<file path="src/rtl/instr_fetch_unit.sv">
`default_nettype none
// instr_fetch_unit: owns the PC, fetches from a synchronous ROM and hands words to the control unit via run/Din/Done.
// Optional issue watchdog (err output) is built when FETCH_TIMEOUT_EN is defined.
module instr_fetch_unit #(
  parameter int ADDR_W  = 5,
  parameter int DATA_W  = 9,
  parameter int MEM_LAT = 1
) (
  input  logic              clk,
  input  logic              resetn,
  input  logic              start,
  output logic [ADDR_W-1:0] mem_addr,
  output logic              mem_rd,
  input  logic [DATA_W-1:0] mem_data,
  output logic [DATA_W-1:0] Din,
  output logic              run,
  input  logic              Done,
  output logic [ADDR_W-1:0] pc,
  output logic              halted,
  output logic              busy,
  output logic              err
);

  typedef enum logic [2:0] {
    IDLE     = 3'd0,
    REQ      = 3'd1,
    WAIT     = 3'd2,
    IMM_REQ  = 3'd3,
    IMM_WAIT = 3'd4,
    ISSUE    = 3'd5
  } state_t;

  localparam logic [1:0]        CNT_INIT = 2'(MEM_LAT - 1);
  localparam logic [ADDR_W-1:0] PC_ONE   = {{(ADDR_W-1){1'b0}}, 1'b1};

  state_t            state, next_state;
  logic [1:0]        wait_cnt;
  logic [DATA_W-1:0] instr_reg, imm_reg, din_hold, issue_word;
  logic              first_issue, wait_last, is_mvi, timeout_hit, err_q;

  assign wait_last  = (wait_cnt == 2'd0);
  assign is_mvi     = (instr_reg[DATA_W-1:DATA_W-3] == 3'b001);
  // The mvi opcode word is shown for exactly one cycle before its immediate.
  assign issue_word = (first_issue || !is_mvi) ? instr_reg : imm_reg;

  assign Din      = (state == ISSUE) ? issue_word : din_hold;
  assign run      = (state == ISSUE);
  assign busy     = (state != IDLE);
  assign mem_rd   = (state == REQ) || (state == IMM_REQ);
  assign mem_addr = mem_rd ? pc : '0;
  assign err      = err_q;

  always_comb begin
    next_state = state;
    case (state)
      IDLE:     if (start && !halted && !err_q) next_state = REQ;
      REQ:      next_state = WAIT;
      WAIT: begin
        if (wait_last) begin
          if (mem_data[DATA_W-1])                          next_state = IDLE;
          else if (mem_data[DATA_W-2:DATA_W-3] == 2'b01)  next_state = IMM_REQ;
          else                                             next_state = ISSUE;
        end
      end
      IMM_REQ:  next_state = IMM_WAIT;
      IMM_WAIT: if (wait_last) next_state = ISSUE;
      ISSUE: begin
        if (Done)             next_state = start ? REQ : IDLE;
        else if (timeout_hit) next_state = IDLE;
      end
      default:  next_state = IDLE;
    endcase
  end

  always_ff @(posedge clk or negedge resetn) begin
    if (!resetn) begin
      state       <= IDLE;
      pc          <= '0;
      wait_cnt    <= 2'd0;
      instr_reg   <= '0;
      imm_reg     <= '0;
      din_hold    <= '0;
      halted      <= 1'b0;
      first_issue <= 1'b0;
    end else begin
      state       <= next_state;
      first_issue <= (next_state == ISSUE) && (state != ISSUE);
      if (mem_rd) begin
        pc       <= pc + PC_ONE;
        wait_cnt <= CNT_INIT;
      end else if ((state == WAIT || state == IMM_WAIT) && !wait_last) begin
        wait_cnt <= wait_cnt - 2'd1;
      end
      if (state == WAIT && wait_last) begin
        instr_reg <= mem_data;
        if (mem_data[DATA_W-1]) halted <= 1'b1;
      end
      if (state == IMM_WAIT && wait_last) imm_reg <= mem_data;
      if (state == IDLE && !start) halted <= 1'b0;
      if (state == ISSUE) din_hold <= issue_word;
    end
  end

`ifdef FETCH_TIMEOUT_EN
  logic [3:0] wdog;

  // Fifteenth consecutive ISSUE cycle without Done trips the watchdog.
  assign timeout_hit = (state == ISSUE) && !Done && (wdog == 4'd14);

  always_ff @(posedge clk or negedge resetn) begin
    if (!resetn) begin
      wdog  <= 4'd0;
      err_q <= 1'b0;
    end else begin
      if (state != ISSUE)  wdog <= 4'd0;
      else if (!Done)      wdog <= wdog + 4'd1;
      if (timeout_hit) err_q <= 1'b1;
    end
  end
`else
  assign timeout_hit = 1'b0;
  assign err_q       = 1'b0;
`endif

endmodule
`default_nettype wire

</file>
<file path="config.mk">
export PLATFORM = sky130hd
export DESIGN_NAME = instr_fetch_unit
export DESIGN_NICKNAME = d
export VERILOG_FILES = /design/src/rtl/instr_fetch_unit.sv
export SDC_FILE = /design/constraint.sdc
export NUM_CORES = 1
export LEC_CHECK = 0
export ABC_AREA = 1
export CORE_MARGIN = 3
export CORE_UTILIZATION = 40
export DETAILED_ROUTE_END_ITERATION = 8
export SETUP_SLACK_MARGIN = 0.15
export SLEW_MARGIN = 20
export SYNTH_ARGS = -nofsm -noshare
export SYNTH_HDL_FRONTEND = slang
export SYNTH_SLANG_ARGS = --single-unit
</file>
<file path="constraint.sdc">
create_clock -name clk -period 2.4 [get_ports clk]
set_input_delay 0.72 -clock clk [delete_from_list [all_inputs] [get_ports clk]]
set_output_delay 0.72 -clock clk [all_outputs]
set_load 0.02 [all_outputs]
</file>
==> results of run 1 <==
## synth_stat cells
library cell  instances  area, µm²
nor3_1                1       5.00
buf_8                 1       15.0
buf_6                 2       22.5
o21ai_2               3       26.3
a21oi_1               8       40.0
xor2_1                3       26.3
nor2_1               20       75.1
buf_4                 2       15.0
nor4_1                1       6.26
clkbuf_2              1       5.00
buf_2                 1       5.00
nand2_2               1       6.26
o31ai_1               1       7.51
nand3_1               8       40.0
nor2_8                2       40.0
dfrtp_1              39        976
inv_1                32        120
nand4_1               1       6.26
o21ai_1               8       40.0
nor2_2                3       18.8
nand2_1              48        180
conb_1                1       3.75
o21ai_0              19       95.1
ha_1                  3       37.5
nand3_4               1       17.5
inv_2                 3       11.3
a2bb2oi_1             2       17.5
o21bai_1              1       7.51
## final timing paths
| check | end | slack [ns] |
|---|---|---|
| worst max-delay path | busy | 0.23 |
| worst min-delay path | din_hold[5] | 0.39 |
| worst max register to register | imm_reg[5] | 0.70 |
| worst min register to register | imm_reg[3] | 0.49 |
| max in group asynchronous | state[0] | 1.52 |
| min in group clk | imm_reg[3] | 0.49 |
## metal layers
layer  track usage, %  share of wire, %  vias up
met1             20.2                49      719
met4             4.15              0.63        0
met3             4.19               4.4        2
met2             23.8                46       26
li1                 -                 -      793
met5                0                 0        -
## cells by family (layout without fill, tap and decap cells)
group | count (synthesis) | count (layout)
buffers and inverters | 42 | 101
other | 1 | 1
XOR/XNOR | 3 | 3
AND/OR/NAND/NOR | 86 | 87
flip-flops | 39 | 39
adder cells (fa/ha/maj) | 3 | 3
AO/OA/AOI/OAI | 42 | 42
## through the flow
step	hold slack (ns)	utilization [%]	worst slack, ns	cells	power [mW]
finish	0.395	56.6	0.228	328	3.28
global route	0.414	56.6	0.0888	328	3.55
CTS	0.406	54.3	0.151	321	3.13
detailed placement	0.462	52.6	0.0146	311	2.73
global placement	0.463	52.6	0.0282	311	2.72
floorplan	0.424	-	0.453	216	2.07
## area by class of cell
class / count / area (µm²)
Sequential cell: 39 / 977
Clock buffer: 8 / 100
Multi-Input combinational cell: 136 / 739
Timing Repair Buffer: 58 / 502
Fill cell: 416 / 1930
Inverter: 35 / 131
Tap cell: 52 / 65.1
## timing repair
action,CTS,global route
setup endpoints to repair,17,16
hold buffers,0,0
pin swaps,0,7
gates resized for setup,48,44
setup buffers,2,5
gates cloned,0,2
## where the power goes
part	total [mW]	switching, mW	internal, mW
clock network	0.477	0.215	0.262
registers	1.12	0.167	0.951
logic	1.69	0.949	0.736
==> flow_summary.json, run 1 <==
{
  "synth_fa_ha_area_share_pct": 2.01,
  "vias_per_cell": 4.70,
  "via_count": 1540,
  "final-setup-viol-count": 0,
  "finClkSkew_ns": 0.00454,
  "clock-sinks": 39,
  "cpPeakStageDelay_ns": 0.45,
  "synth.net_count": 232,
  "rows": 24,
  "cts_made_buffers": 5,
  "slew_viol_final": 0,
  "cp_top_family": "buffers and inverters",
  "synth_compound_area_share_pct": 12.5,
  "synthMuxAreaShare_pct": 0,
  "fmax_ghz": 0.460,
  "p_leak_nw": 1.28,
  "syn_area_per_cell_um2": 8.64,
  "synth_xor_xnor_area_share_pct": 1.41,
  "htree_num_levels": 2,
  "syn_inst": 216,
  "crit_required_ns": 1.68,
  "ys_seq_area_share_pct": 52.3,
  "ys_types": 28,
  "clockBufferDepth": 2,
  "final_cell_area_um2": 2510,
  "grt_pass1_wl_mm": 6.35,
  "worstSetupPathDepth": 4,
  "drt_first_pass_iters": 4,
  "synth_warnings": 0,
  "hold_class": "input pin to asynchronous set/reset pin",
  "wl_per_cell_um": 12.0,
  "core_area_um2": 4440,
  "die_area_um2": 5520,
  "synth-seq-cells": 39,
  "place_congestion": 0.779,
  "overflow": 0,
  "start_kind": "flip-flop",
  "final_layout_size_suffix_gt1_share_pct": 25.7,
  "synth_top_family_by_area": "simple AND/OR/NAND/NOR gates",
  "syn2layout_area_growth_pct": 34.7,
  "critical_path_arrival_ns": 1.45,
  "pin_count": 37,
  "drv_cap": 0,
  "antenna_found_initial": 0,
  "clk_pin_slew_ns": 0.07,
  "synthesis.area_um2": 1870,
  "drtIter0Drc": 75,
  "crit_start": "state[0]",
  "min_period_over_period_pct": 90.5,
  "drt_wl_total_mm": 3.95,
  "reg2reg_from": "state[0]",
  "grt_usage_pct": 15.0,
  "tightest_slew_ns": 0.683,
  "grt_max_degree": 22,
  "status": "completed",
  "p_per_area_nw_per_um2": 1300,
  "drc": 0,
  "portBuffers": 35,
  "fin_nets": 291,
  "slowest_stage": "dfrtp_2",
  "postRouteAntennaNets": 0,
  "final_cell_mix": "nand2_1, dfrtp_1, inv_1",
  "crit_chain": "buf_4 -> nor2_2 -> nand2_1 -> dlygate4sd2_1",
  "diodes": 0,
  "end_kind": "primary output",
  "peakVddDrop_mv": 0.561,
  "dieHeight_um": 74.3,
  "reg2reg_depth": 4,
  "placed_cell_area_um2": 2340,
  "hold_viol": 0,
  "insertion_delay_ns": 0.28,
  "dp_hpwl_mm": 2.73,
  "fin_setup_tns_ns": 0,
  "grt_pass1_vias": 1427,
  "mostFrequentLayoutCell": "nand2_1",
  "path_buf_inv": 2,
  "tritoncts": "done",
  "start_util_pct": 42.0,
  "rsz0062_at_grt": "true",
  "post-route-min-period_ns": 2.17,
  "crit_fanout": 4,
  "cts_root_buffer": "clkbuf_8",
  "slew_headroom_pct": 54.3,
  "synth-simple-area-share_pct": 21.2,
  "crit_type": "flip-flop to primary output",
  "die_width_um": 74.3
}
Power figures use the tool's default switching activity.
==> run 2: changes to the inputs <==
--- a/config.mk
+++ b/config.mk
@@ -9,7 +9,9 @@
 export CORE_MARGIN = 3
 export CORE_UTILIZATION = 40
 export DETAILED_ROUTE_END_ITERATION = 8
+export PLACE_DENSITY = 0.66
 export SETUP_SLACK_MARGIN = 0.15
+export SKIP_CTS_REPAIR_TIMING = 1
 export SLEW_MARGIN = 20
 export SYNTH_ARGS = -nofsm -noshare
 export SYNTH_HDL_FRONTEND = slang
==> run 2 against run 1 <==
  * Sequential share of layout area fell by 0.17 points
  * Count of clock-buffer cells in the layout is the same
  * Sequential power about the same
  * Maximum frequency fell by 4.3%
  * Power is 0.40% lower
  * Register-to-register slack gained 0.23 ns
  * Hold slack got worse by 0.0072 ns
  * Clock power is essentially flat
  * Worst setup slack worse by 0.098 ns
  * Critical path depth grew 5
  * Critical path type unchanged
  * Largest cell class unchanged
==> flow_summary.json, run 2 (synthesis gave the netlist of run 1 again) <==
{
  "status": "completed",
  "rsz0062_at_grt": "true",
  "vias_per_cell": 4.66,
  "clk_pin_slew_ns": 0.07,
  "final_cell_count_no_fill": 322,
  "grt_max_degree": 22,
  "syn2layout_area_growth_pct": 35.1,
  "mostFrequentLayoutCell": "nand2_1",
  "antenna_found_initial": 0,
  "tritoncts": "done",
  "met3_usage_pct": 4.86,
  "cts_root_buffer": "clkbuf_8",
  "die_width_um": 74.3,
  "final_cell_mix": "nand2_1, dfrtp_1, inv_1",
  "postRouteAntennaNets": 0,
  "clockBufferDepth": 2,
  "rows": 24,
  "use_met1_pct": 20.1,
  "overflow": 0,
  "htree_num_levels": 2,
  "fillers": 416,
  "path_buf_inv": 4,
  "portBuffers": 35,
  "dp_hpwl_mm": 2.71,
  "grt_pass1_vias": 1471,
  "diodes": 0,
  "met2_usage_pct": 25.2,
  "min_period_over_period_pct": 94.6,
  "hold_ws_ns": 0.388,
  "cpPeakStageDelay_ns": 0.38,
  "critical_path_arrival_ns": 1.55,
  "dieHeight_um": 74.3,
  "insertion_delay_ns": 0.28,
  "drc": 0,
  "placed_cell_area_um2": 2340,
  "cp_top_family": "buffers and inverters",
  "final_layout_size_suffix_gt1_share_pct": 20.7,
  "p_comb_share_pct": 51.6,
  "post-route-min-period_ns": 2.27,
  "final_cell_area_um2": 2520,
  "crit_fanout": 6,
  "final-setup-viol-count": 0,
  "drtIter0Drc": 49,
  "power_mw": 3.27,
  "crit_chain": "inv_2 -> nor2_4 -> nand2_2 -> buf_6 -> buf_6 -> a21oi_2 -> o21ai_1 -> nand2_1 -> buf_6",
  "place_congestion": 0.858,
  "p_int_mw": 1.96,
  "p_per_area_nw_per_um2": 1300,
  "slew_viol_final": 0,
  "dp.cells": 310,
  "power.switching_mw": 1.31,
  "p_leak_nw": 1.38,
  "grt_usage_pct": 15.5,
  "fin_nets": 285,
  "via_count": 1499,
  "crit_type": "flip-flop to primary output",
  "clock_power_share_pct": 14.5,
  "hold_viol": 0,
  "cp_common_cell": "buf_6",
  "drt_wl_total_mm": 3.79,
  "start_util_pct": 42.0,
  "drt_first_pass_iters": 4,
  "fmax_ghz": 0.440,
  "reg2reg_slack_ns": 0.93,
  "slowest_stage": "dfrtp_1",
  "core_area_um2": 4440,
  "busiest_layer": "met2",
  "peakVddDrop_mv": 0.620,
  "start_kind": "flip-flop",
  "clock-sinks": 39,
  "setup_slack_ns": 0.129,
  "wl_per_cell_um": 11.8,
  "cts_made_buffers": 5,
  "dpl_worst_slack_ns": -0.00295,
  "grt_pass1_wl_mm": 6.52,
  "die_area_um2": 5520,
  "switching_share_pct": 40.1,
  "drv_cap": 0,
  "finClkSkew_ns": 0.00386,
  "seq_power_share_pct": 33.9,
  "pin_count": 37,
  "hold_class": "input pin to asynchronous set/reset pin",
  "crit_required_ns": 1.68,
  "end_kind": "primary output"
}
-- run 2: layout make-up --
cell class | count | area (µm²) | area share, %
timing repair buffer | 53 | 523 | 20.7
sequential | 39 | 976 | 38.7
inverter | 35 | 131 | 5.21
clock buffer | 8 | 100 | 3.97
tap | 52 | 65.1 | 2.58
multi-input combinational | 135 | 727 | 28.8
-- run 2: stage by stage --
step / setup TNS (ns) / utilization (%)
final: 0 / 56.8
after global routing: -0.00977 / 56.8
after CTS: -3.18 / 55.0
after detailed placement: -0.00453 / 52.8
after global placement: 0 / 52.8
after floorplan: 0 / -
-- run 2: power by group through the flow --
| stage | Clock, mW | Sequential (mW) | Combinational, mW |
|---|---|---|---|
| 2_1_floorplan | 0 | 1.15 | 0.923 |
| 3_3_place_gp | 0 | 1.10 | 1.60 |
| 3_5_place_dp | 0 | 1.11 | 1.63 |
| 4_1_cts | 0.497 | 1.10 | 1.63 |
| 5_1_grt | 0.525 | 1.14 | 1.87 |
| 6_report | 0.475 | 1.11 | 1.68 |
-- run 2: worst paths after layout --
path | from | to | cells after the start
max | instr_reg[6] | Din[2] | 9
max in group asynchronous | resetn | state[1] | 2
min | resetn | instr_reg[3] | 1
min in group clk | din_hold[4] | din_hold[4] | 2
min reg2reg | din_hold[4] | din_hold[4] | 2
max reg2reg | state[2] | halted | 6
-- run 2: per-layer routing --
layer  share of wire [%]  vias to the layer above
li1                    -                      780
met1                  46                      686
met2                  48                       28
met3                 4.1                        5
met4                 1.1                        0
met5                   0                        -
